## config.mk

```make
export PLATFORM = sky130hd
export DESIGN_NAME = nmea_gga_parser
export DESIGN_NICKNAME = d
export VERILOG_FILES = /design/src/rtl/nmea_pkg.sv /design/src/rtl/nmea_dec_acc.sv /design/src/rtl/nmea_gga_parser.sv
export SDC_FILE = /design/constraint.sdc
export NUM_CORES = 1
export LEC_CHECK = 0
export CAP_MARGIN = 5
export CORE_UTILIZATION = 55
export CTS_BUF_LIST = sky130_fd_sc_hd__clkbuf_2 sky130_fd_sc_hd__clkbuf_4 sky130_fd_sc_hd__clkbuf_8
export DETAILED_ROUTE_END_ITERATION = 6
export HOLD_SLACK_MARGIN = 0.06
export PLACE_DENSITY = 0.76
export SYNTH_ARGS = -nofsm -noshare
export SYNTH_HDL_FRONTEND = slang
export SYNTH_SLANG_ARGS = --single-unit
```

## constraint.sdc

```tcl
create_clock -name clk -period 7.04 [get_ports clk]
set_input_delay 1.056 -clock clk [delete_from_list [all_inputs] [get_ports clk]]
set_output_delay 1.056 -clock clk [all_outputs]
set_load 0.02 [all_outputs]
```

## src/rtl/nmea_pkg.sv

```systemverilog
// Shared ASCII constants, parser state encoding and character helpers
// for the NMEA GGA parser.
package nmea_pkg;

  localparam logic [7:0] CH_DOLLAR = 8'h24;
  localparam logic [7:0] CH_COMMA  = 8'h2C;
  localparam logic [7:0] CH_STAR   = 8'h2A;
  localparam logic [7:0] CH_DOT    = 8'h2E;
  localparam logic [7:0] CH_N      = 8'h4E;
  localparam logic [7:0] CH_S      = 8'h53;
  localparam logic [7:0] CH_E      = 8'h45;
  localparam logic [7:0] CH_W      = 8'h57;
  localparam logic [7:0] CH_G      = 8'h47;
  localparam logic [7:0] CH_A      = 8'h41;

  typedef enum logic [2:0] {HUNT, ADDR, FIELD, CK_HI, CK_LO} state_t;

  function automatic logic is_digit(input logic [7:0] c);
    return (c >= 8'h30) && (c <= 8'h39);
  endfunction

  // Only uppercase hex is legal in the checksum
  function automatic logic is_hex(input logic [7:0] c);
    return is_digit(c) || ((c >= 8'h41) && (c <= 8'h46));
  endfunction

  function automatic logic [3:0] hex_to_nibble(input logic [7:0] c);
    return is_digit(c) ? c[3:0] : c[3:0] + 4'd9;
  endfunction

endpackage

```

## src/rtl/nmea_dec_acc.sv

```systemverilog
// Decimal digit accumulator: value = value*10 + digit, with a digit count
// so the caller can cap how many digits are taken.
module nmea_dec_acc #(
  parameter int unsigned W     = 32,
  parameter int unsigned MAX_D = 9
) (
  input  logic                         clk,
  input  logic                         rst,
  input  logic                         clr,
  input  logic                         en,
  input  logic [3:0]                   digit,
  output logic [W-1:0]                 value,
  output logic [$clog2(MAX_D+1)-1:0]   count
);

  always_ff @(posedge clk or posedge rst) begin
    if (rst) begin
      value <= '0;
      count <= '0;
    end else if (clr) begin
      value <= '0;
      count <= '0;
    end else if (en) begin
      value <= value * W'(10) + W'(digit);
      count <= count + 1'b1;
    end
  end

endmodule

```

## src/rtl/nmea_gga_parser.sv

```systemverilog
// NMEA-0183 GGA sentence parser: checksum validation, field extraction and
// atomic commit of position/fix outputs on a clean sentence with a fix.
module nmea_gga_parser
  import nmea_pkg::*;
#(
  parameter int unsigned COORD_W    = 32,
  parameter int unsigned MAX_DIGITS = 9,
  parameter int unsigned MAX_LEN    = 82
) (
  input  logic               clk,
  input  logic               rst,
  input  logic [7:0]         rx_data,
  input  logic               rx_valid,
  output logic [COORD_W-1:0] latitude,
  output logic [COORD_W-1:0] longitude,
  output logic               lat_south,
  output logic               lon_west,
  output logic [3:0]         fix_quality,
  output logic [7:0]         num_sats,
  output logic               data_valid,
  output logic               cksum_err,
  output logic               fmt_err
);

  localparam int unsigned LW = $clog2(MAX_LEN + 1);
  localparam int unsigned DW = $clog2(MAX_DIGITS + 1);

  state_t state, state_nxt;

  logic [7:0]         cksum;
  logic [LW-1:0]      len;
  logic [3:0]         field;
  logic [2:0]         addr_idx;
  logic [3:0]         ck_hi;
  logic               lat_s, lat_seen, lon_w, lon_seen, fix_seen;
  logic [3:0]         fix;
  logic [7:0]         sats;
  logic [1:0]         sats_cnt;
  logic [COORD_W-1:0] lat_val, lon_val;
  logic [DW-1:0]      lat_cnt, lon_cnt;
  logic [3:0]         dig;

  logic is_dollar, overflow, addr_mismatch, coord_bad, hex_ok, ck_match;
  logic start, lat_en, lon_en, commit_nxt, ck_err_nxt, fmt_nxt;

  assign dig       = rx_data[3:0];
  assign is_dollar = (rx_data == CH_DOLLAR);
  assign overflow  = (state != HUNT) && (len >= LW'(MAX_LEN));
  assign hex_ok    = is_hex(rx_data);
  assign ck_match  = ({ck_hi, hex_to_nibble(rx_data)} == cksum);
  assign coord_bad = (state == FIELD) && ((field == 4'd2) || (field == 4'd4)) &&
                     !is_digit(rx_data) && (rx_data != CH_DOT) &&
                     (rx_data != CH_COMMA) && (rx_data != CH_STAR);

  always_comb begin
    addr_mismatch = 1'b0;
    case (addr_idx)
      3'd2, 3'd3: addr_mismatch = (rx_data != CH_G);
      3'd4:       addr_mismatch = (rx_data != CH_A);
      default:    addr_mismatch = 1'b0;
    endcase
  end

  always_ff @(posedge clk or posedge rst) begin
    if (rst) state <= HUNT;
    else     state <= state_nxt;
  end

  always_comb begin
    state_nxt = state;
    if (rx_valid) begin
      if (is_dollar) state_nxt = ADDR;
      else if (overflow) state_nxt = HUNT;
      else begin
        case (state)
          ADDR: begin
            if (addr_mismatch) state_nxt = HUNT;
            else if (addr_idx == 3'd5) state_nxt = (rx_data == CH_COMMA) ? FIELD : HUNT;
          end
          FIELD: begin
            if (coord_bad) state_nxt = HUNT;
            else if (rx_data == CH_STAR) state_nxt = CK_HI;
          end
          CK_HI:   state_nxt = hex_ok ? CK_LO : HUNT;
          CK_LO:   state_nxt = HUNT;
          default: state_nxt = state;
        endcase
      end
    end
  end

  always_comb begin
    start      = 1'b0;
    fmt_nxt    = 1'b0;
    ck_err_nxt = 1'b0;
    commit_nxt = 1'b0;
    lat_en     = 1'b0;
    lon_en     = 1'b0;
    if (rx_valid) begin
      if (is_dollar) start = 1'b1;
      else if (overflow) fmt_nxt = 1'b1;
      else begin
        case (state)
          ADDR:  fmt_nxt = (addr_idx == 3'd5) && (rx_data != CH_COMMA);
          FIELD: begin
            fmt_nxt = coord_bad;
            lat_en  = (field == 4'd2) && is_digit(rx_data) && (lat_cnt < DW'(MAX_DIGITS));
            lon_en  = (field == 4'd4) && is_digit(rx_data) && (lon_cnt < DW'(MAX_DIGITS));
          end
          CK_HI: fmt_nxt = !hex_ok;
          CK_LO: begin
            if (!hex_ok)       fmt_nxt    = 1'b1;
            else if (ck_match) commit_nxt = lat_seen && lon_seen && (fix != 4'd0);
            else               ck_err_nxt = 1'b1;
          end
          default: ;
        endcase
      end
    end
  end

  nmea_dec_acc #(.W(COORD_W), .MAX_D(MAX_DIGITS)) u_lat (
    .clk(clk), .rst(rst), .clr(start), .en(lat_en), .digit(dig),
    .value(lat_val), .count(lat_cnt)
  );

  nmea_dec_acc #(.W(COORD_W), .MAX_D(MAX_DIGITS)) u_lon (
    .clk(clk), .rst(rst), .clr(start), .en(lon_en), .digit(dig),
    .value(lon_val), .count(lon_cnt)
  );

  always_ff @(posedge clk or posedge rst) begin
    if (rst) begin
      cksum <= '0; len <= '0; field <= '0; addr_idx <= '0; ck_hi <= '0;
      lat_s <= 1'b0; lat_seen <= 1'b0; lon_w <= 1'b0; lon_seen <= 1'b0;
      fix <= '0; fix_seen <= 1'b0; sats <= '0; sats_cnt <= '0;
      latitude <= '0; longitude <= '0; lat_south <= 1'b0; lon_west <= 1'b0;
      fix_quality <= '0; num_sats <= '0;
      data_valid <= 1'b0; cksum_err <= 1'b0; fmt_err <= 1'b0;
    end else begin
      data_valid <= commit_nxt;
      cksum_err  <= ck_err_nxt;
      fmt_err    <= fmt_nxt;
      if (start) begin
        cksum <= '0; len <= LW'(1); field <= '0; addr_idx <= '0;
        lat_seen <= 1'b0; lon_seen <= 1'b0; fix <= '0; fix_seen <= 1'b0;
        sats <= '0; sats_cnt <= '0;
      end else if (rx_valid && (state != HUNT) && !overflow) begin
        len <= len + 1'b1;
        case (state)
          ADDR: begin
            cksum    <= cksum ^ rx_data;
            addr_idx <= addr_idx + 1'b1;
            if (addr_idx == 3'd5) field <= 4'd1;
          end
          FIELD: begin
            if (rx_data != CH_STAR) cksum <= cksum ^ rx_data;
            if (rx_data == CH_COMMA) begin
              if (field != 4'hF) field <= field + 1'b1;
            end else begin
              case (field)
                4'd3: if (rx_data == CH_N || rx_data == CH_S) begin
                  lat_s <= (rx_data == CH_S); lat_seen <= 1'b1;
                end
                4'd5: if (rx_data == CH_E || rx_data == CH_W) begin
                  lon_w <= (rx_data == CH_W); lon_seen <= 1'b1;
                end
                4'd6: if (is_digit(rx_data) && !fix_seen) begin
                  fix <= dig; fix_seen <= 1'b1;
                end
                4'd7: if (is_digit(rx_data) && (sats_cnt != 2'd2)) begin
                  sats <= sats * 8'd10 + {4'd0, dig}; sats_cnt <= sats_cnt + 1'b1;
                end
                default: ;
              endcase
            end
          end
          CK_HI:   ck_hi <= hex_to_nibble(rx_data);
          default: ;
        endcase
      end
      if (commit_nxt) begin
        latitude <= lat_val; longitude <= lon_val;
        lat_south <= lat_s; lon_west <= lon_w;
        fix_quality <= fix; num_sats <= sats;
      end
    end
  end

endmodule

```

==> results.sh, run 1 <==
export IMPL_status="finished, violations left"
export IMPL_violations="design-rule violations"
export IMPL_grt_first_pass_wirelength_um=55300
export IMPL_ctsRootBufferMaster="clkbuf_8"
export IMPL_ys_ff_latch=201
export IMPL_grt_usage=0.258
export IMPL_die_w_um=161
export IMPL_clk_pin_slew_ns=0.06
export IMPL_synth_area_leader_cell="dfrtp_1"
export IMPL_setup_viol=0
export IMPL_yosysWarnings=0
export IMPL_fin_skew_ns=0.0219
export IMPL_min_period_ns=4.75
export IMPL_multi_input_area_um2=8610
export IMPL_tns_ns=0
export IMPL_clock_sinks=201
export IMPL_grt_pass1_vias=11000
export IMPL_hp_class="reg -> reg"
export IMPL_areaGrowthSynthToFinish_pct=14.2
export IMPL_clock_latency_ns=0.54
export IMPL_synth_area_per_cell_um2=9.51
export IMPL_critical_path_required_ns=7.44
export IMPL_cts_setup_buffers=0
export IMPL_slew_viol_final=0
export IMPL_htreeDepth=2
export IMPL_drcViolationCount=9
export IMPL_dieHeight_um=161
export IMPL_synth_top_area_frac=0.360
export IMPL_yosysMostFrequentCell="dfrtp_1"
export IMPL_p_per_area_nw_per_um2=188
export IMPL_fin_crit_sh=0.675
export IMPL_met2_wirelength_um=14600
export IMPL_row_count=57
export IMPL_synthCells=1468
export IMPL_netlist_area_um2=14000
export IMPL_crit_path_start_kind="input pin"
export IMPL_max_cap_violations=0
export IMPL_layout_drive_gt1_share=0.121
export IMPL_dr_pass1_iters=7
export IMPL_placed_area_um2=15200
export IMPL_synth_fp_nets=1631
export IMPL_power_mw=3.00
export IMPL_fmax_mhz=210
export IMPL_crit_path_end_kind="flop"
export IMPL_async_flop_share=1.00
export IMPL_hold_buffers=0
export IMPL_p_leak_nw=7.55
export IMPL_fin_nets=1718
export IMPL_seq_area_um2=5030
export IMPL_clockBufferDepth=3
export IMPL_synth_edff_count=0
export IMPL_cts_buffers=36
export IMPL_postRouteAntennaNets=0
export IMPL_die_area_um2=26000
export IMPL_worst_pin_slew_ns=1.07
export IMPL_synth_ff_type="dfrtp_1"
export IMPL_drt_iter0_drc=681
export IMPL_ys_top_cells_by_area="dfrtp_1, ha_1, mux2_2"
export IMPL_num_io_pins=92
export IMPL_cp_arrival_ns=5.16
export IMPL_cts_resized=0
export IMPL_core_area_um2=24600
export IMPL_post_dp_hpwl_um=23900
export IMPL_hold_violations=0
export IMPL_design_area_um2=15900
export IMPL_wl_met1_um=16000
export IMPL_crit_fanout=44
export IMPL_synthTopCellsByCount="dfrtp_1, ha_1, o21ai_0, nand2_1, nand3_1"
export IMPL_dr_total_vias=11300
export IMPL_antenna_found_initial=0
export IMPL_tritoncts="built"
export IMPL_timing_worst_setup_path_type="in -> reg"
export IMPL_synth_yosys_seq_area_share=0.360
export IMPL_topRoutingLayerUsed="met4"
export IMPL_overflow=0
export IMPL_port_buffers=91
export IMPL_gp_congestion=0.940
export IMPL_ir_worst_vdd_uv=154
export IMPL_wl_met3_um=1410
export IMPL_routed_wl_um=32600
export IMPL_avgViaCountPerCell=5.91
export IMPL_wire_per_inst_um=17.1
export IMPL_yosysUniqueCellTypes=83
export IMPL_start_util=0.567
export IMPL_antenna_cells=0
export IMPL_nFillCells=2092
export IMPL_slew_headroom=0.284
export IMPL_grt_max_degree=143
export IMPL_rsz0062_at_grt="false"
[stage by stage]
| stage | setup slack [ns] | hold WS, ns | instances | utilization |
|---|---|---|---|---|
| final | 2.29 | 0.496 | 1905 | 0.648 |
| after global routing | 1.90 | 0.511 | 1905 | 0.648 |
| after CTS | 2.32 | 0.499 | 1905 | 0.648 |
| after detailed placement | 1.76 | 0.488 | 1841 | 0.616 |
| after global placement | 1.91 | 0.477 | 1841 | 0.616 |
| after floorplan | 0.502 | 0.438 | 1468 | - |
[path summary, 6_finish.rpt]
check                               start         endpoint  slack, ns  cells after the start
setup / recovery               rx_data[1]    longitude[25]       2.29                     13
hold / removal                   fix_seen         fix_seen       0.50                      2
setup reg to reg           u_lon.value[1]  u_lon.value[23]       2.84                     13
hold reg to reg                  fix_seen         fix_seen       0.50                      2
max in group asynchronous             rst      latitude[0]       4.53                      3
min in group asynchronous             rst   u_lat.count[0]       1.17                      2
[placed cells by master (no fill, tap or decap), drive strengths merged, types with 10 or more instances in the layout]
cell	count
ha	146
nand3	110
clkbuf	56
and3	15
nand2	119
clkdlybuf4s50	91
nor2	103
nand4	28
a21oi	68
o21ai	131
nor4	13
o21a	11
nor2b	13
mux2	84
nor3	30
inv	36
xnor2	49
xor2	76
and2	10
dfrtp	201
a21o	21
a31oi	13
[critical path, stage by stage]
cell and delay (ns):
clkdlybuf4s50_1 0.78, inv_1 0.14, ha_1 0.25, nor2_1 0.10, o21ai_0 0.10, nand2b_1 0.25
mux2i_1 0.28, xor2_1 0.17, nand3_1 0.08, nor3_1 0.50, nand3_4 0.55, buf_4 0.49
mux2_2 0.36
[final cells by class]
cell class                 count  share of cell area
clock buffer                  56              0.0432
multi-input combinational   1182               0.540
inverter                      36             0.00895
clock inverter                 8             0.00612
sequential                   201               0.316
tap                          324              0.0254
timing repair buffer          98              0.0604
[sequential cells by signal, indices dropped and copies added, names as in the netlist, 2 cells and up]
signal / cells
fix: 4
addr_idx: 3
u_lon.count: 4
num_sats: 8
cksum: 8
longitude: 32
latitude: 32
sats_cnt: 2
u_lon.value: 32
u_lat.count: 4
u_lat.value: 32
len: 7
sats: 8
fix_quality: 4
state: 3
field: 4
ck_hi: 4
[per-layer routing]
layer,up-vias,track usage
li1,5547,-
met1,5441,0.376
met2,240,0.404
met3,40,0.0362
met4,0,0.0600
met5,-,0
[cell families (layout without fill, tap and decap cells)]
kind of cell               count (synthesis)  in the layout  share of synthesized area
buffers and inverters                     85            198                     0.0237
DFF                                      201            201                      0.360
AOI/OAI and AO/OA                        323            323                      0.149
and+or+nand+nor                          492            492                      0.177
adders and majority gates                152            152                      0.140
muxes                                     90             90                     0.0721
xor gates and xnor gates                 125            125                     0.0790
[report_power, final]
part	switching, mW	internal, mW
clock network	0.487	0.697
registers	0.0972	1.24
logic	0.274	0.200
total	0.858	2.14
No activity file was read; power rests on OpenSTA's default activity.
==> run 2, diff against run 1 <==
PLACE_DENSITY = 0.79   (was 0.76)
clock period = 3.8 ns   (was 7.04 ns; I/O delays follow)
==> run 2 against run 1 <==
Compared with the run above:
- the run now ends clean
- cell count up 3.9%
- global-route usage rose by 0.73 points
- sequential power grew 84%
- count of clock-buffer cells in the layout is 5 lower
- critical path type is now reg -> reg
- largest cell class unchanged
==> results.sh, run 2 (synthesis results as in run 1) <==
export IMPL_whs_endpoint="lon_w"
export IMPL_nFillCells=1919
export IMPL_crit_path_end_kind="flop"
export IMPL_overflow=0
export IMPL_post_route_util=0.680
export IMPL_grt_max_degree=81
export IMPL_switching_power_mw=1.59
export IMPL_grt_first_pass_wirelength_um=56800
export IMPL_grt_pass1_vias=11700
export IMPL_min_path_cells=2
export IMPL_seq_area_um2=5030
export IMPL_drt_iter0_drc=715
export IMPL_multi_input_area_um2=8780
export IMPL_antenna_found_initial=0
export IMPL_post_dp_hpwl_um=25100
export IMPL_slew_headroom=0.363
export IMPL_dr_pass1_iters=5
export IMPL_cp_arrival_ns=4.13
export IMPL_crit_fanout=4
export IMPL_row_count=57
export IMPL_crit_path_start_kind="flop"
export IMPL_gp_congestion=0.937
export IMPL_final_cell_mix="dfrtp_1, ha_1, o21ai_0, nand2_1, nand3_1"
export IMPL_routed_wl_um=34200
export IMPL_core_area_um2=24600
export IMPL_p_leak_nw=7.97
export IMPL_clock_sinks=201
export IMPL_timing_worst_setup_path_type="reg -> reg"
export IMPL_hold_buffers=0
export IMPL_fmax_mhz=267
export IMPL_wire_per_inst_um=17.3
export IMPL_cpPeakStageDelay_ns=0.44
export IMPL_avgViaCountPerCell=5.98
export IMPL_cp_cell_sequence="ha_1 -> ha_4 -> fa_2 -> a21oi_4 -> o221a_4 -> o21ba_4 -> o311a_4 -> o21ai_2 -> a221o_1 -> a311oi_4 -> buf_4 -> buf_4 -> nand4_1 -> xnor2_1 -> o21ai_0"
export IMPL_pwr_share_seq=0.449
export IMPL_dieHeight_um=161
export IMPL_slew_viol_final=0
export IMPL_critPathMostFrequentCell="buf_4"
export IMPL_critical_path_required_ns=4.18
export IMPL_pwr_share_clk=0.382
export IMPL_r2r_cells=15
export IMPL_cts_buffers=35
export IMPL_regToRegSetupSlack_ns=0.05
export IMPL_htreeDepth=2
export IMPL_p_sw_frac=0.289
export IMPL_dr_total_vias=11800
export IMPL_combPwrFrac=0.169
export IMPL_antenna_cells=0
export IMPL_setup_viol=0
export IMPL_regToRegEndpoint="u_lon.value[30]"
export IMPL_tritoncts="built"
export IMPL_p_per_area_nw_per_um2=329
export IMPL_ir_worst_vdd_uv=232
export IMPL_fin_skew_ns=0.0158
export IMPL_max_cap_violations=0
export IMPL_mostFrequentLayoutCell="dfrtp_1"
export IMPL_layout_drive_gt1_share=0.173
export IMPL_drcViolationCount=0
export IMPL_hp_class="reg -> reg"
export IMPL_num_io_pins=92
export IMPL_areaGrowthSynthToFinish_pct=19.9
export IMPL_hold_violations=0
export IMPL_start_util=0.567
export IMPL_min_period_ns=3.75
export IMPL_postRouteAntennaNets=0
export IMPL_grt_usage=0.265
export IMPL_ctsRootBufferMaster="clkbuf_8"
export IMPL_reg2reg_from="u_lon.value[2]"
export IMPL_clock_latency_ns=0.53
export IMPL_port_buffers=91
export IMPL_clk_pin_slew_ns=0.06
export IMPL_power_mw=5.51
export IMPL_hp_start="lon_w"
export IMPL_fin_crit_sh=0.986
export IMPL_fin_nets=1798
export IMPL_die_w_um=161
export IMPL_cp_slowest_cell="dfrtp_1"
export IMPL_intPower_mw=3.92
export IMPL_worst_pin_slew_ns=0.956
export IMPL_status="completed"
export IMPL_clockBufferDepth=3
export IMPL_die_area_um2=26000
run 2: cell count changes in the layout (fill, tap and decap cells not counted), moves of 4 or more:
cell     before  now
buf_12        0    6
ha_1        146  141
a21oi_1      66   60
a21oi_2       2    6
ha_4          0    5
buf_4         7   82
o21ai_0     122  118
run 2: how the worst max path moves through the flow:
stage	start	endpoint	slack, ns	cells past startpoint
after global placement	u_lon.value[1]	u_lon.value[31]	0.04	13
after CTS	u_lon.value[3]	u_lon.value[31]	0.04	13
after floorplan	u_lon.value[1]	u_lon.value[31]	0.26	13
after detailed placement	rx_data[1]	u_lon.value[31]	0.004	13
final	u_lon.value[2]	u_lon.value[30]	0.05	15
after global routing	u_lon.value[2]	u_lon.value[26]	-0.07	13
run 2: critical path: cells and delay by family, from the launching register on:
family	cells	cell delay, ns
buf+inv	2	0.28
xor+xnor	1	0.16
fa+ha+maj	3	0.91
compound gates	8	1.71
flops	1	0.44
simple gates	1	0.12
run 2: what timing repair did:
action / 4_1_cts / 5_1_grt
resized for setup: 0 / 35
buffers inserted: 0 / 5
hold endpoints to repair: 0 / 0
setup endpoints to repair: 0 / 16
run 2: per-stage QoR:
stage | std cells | TNS, ns | area, µm² | hold slack (ns) | setup WS [ns]
global route | 1980 | -0.190 | 16700 | 0.516 | -0.0700
detailed placement | 1917 | 0 | 15800 | 0.475 | 0.00446
global placement | 1917 | 0 | 15800 | 0.462 | 0.0436
finish | 1980 | 0 | 16700 | 0.486 | 0.0525
CTS | 1975 | 0 | 16500 | 0.488 | 0.0395
floorplan | 1468 | 0 | 14000 | 0.438 | 0.263
run 2: per-layer routing:
metal / GRT usage / wire [µm] / vias to the layer above
met5: 0 / 0 / -
met4: 0.0892 / 1070 / 0
met2: 0.452 / 16500 / 317
li1: - / - / 5695
met3: 0.0375 / 1620 / 76
met1: 0.345 / 15000 / 5761
run 2: cell type report:
class                           count  share of cell area
Multi-Input combinational cell   1182               0.525
Sequential cell                   201               0.301
Timing Repair Buffer              179              0.0984
Clock buffer                       51              0.0382
Tap cell                          324              0.0242
Inverter                           36             0.00830
Clock inverter                      7             0.00553
run 2: power by group through the flow:
stage	Sequential [mW]	Combinational [mW]	Clock, mW
after floorplan	2.46	0.685	0
after global placement	2.50	0.877	0
after detailed placement	2.50	0.914	0
after CTS	2.47	0.931	2.16
after global routing	2.50	1.08	2.24
final	2.47	0.933	2.10
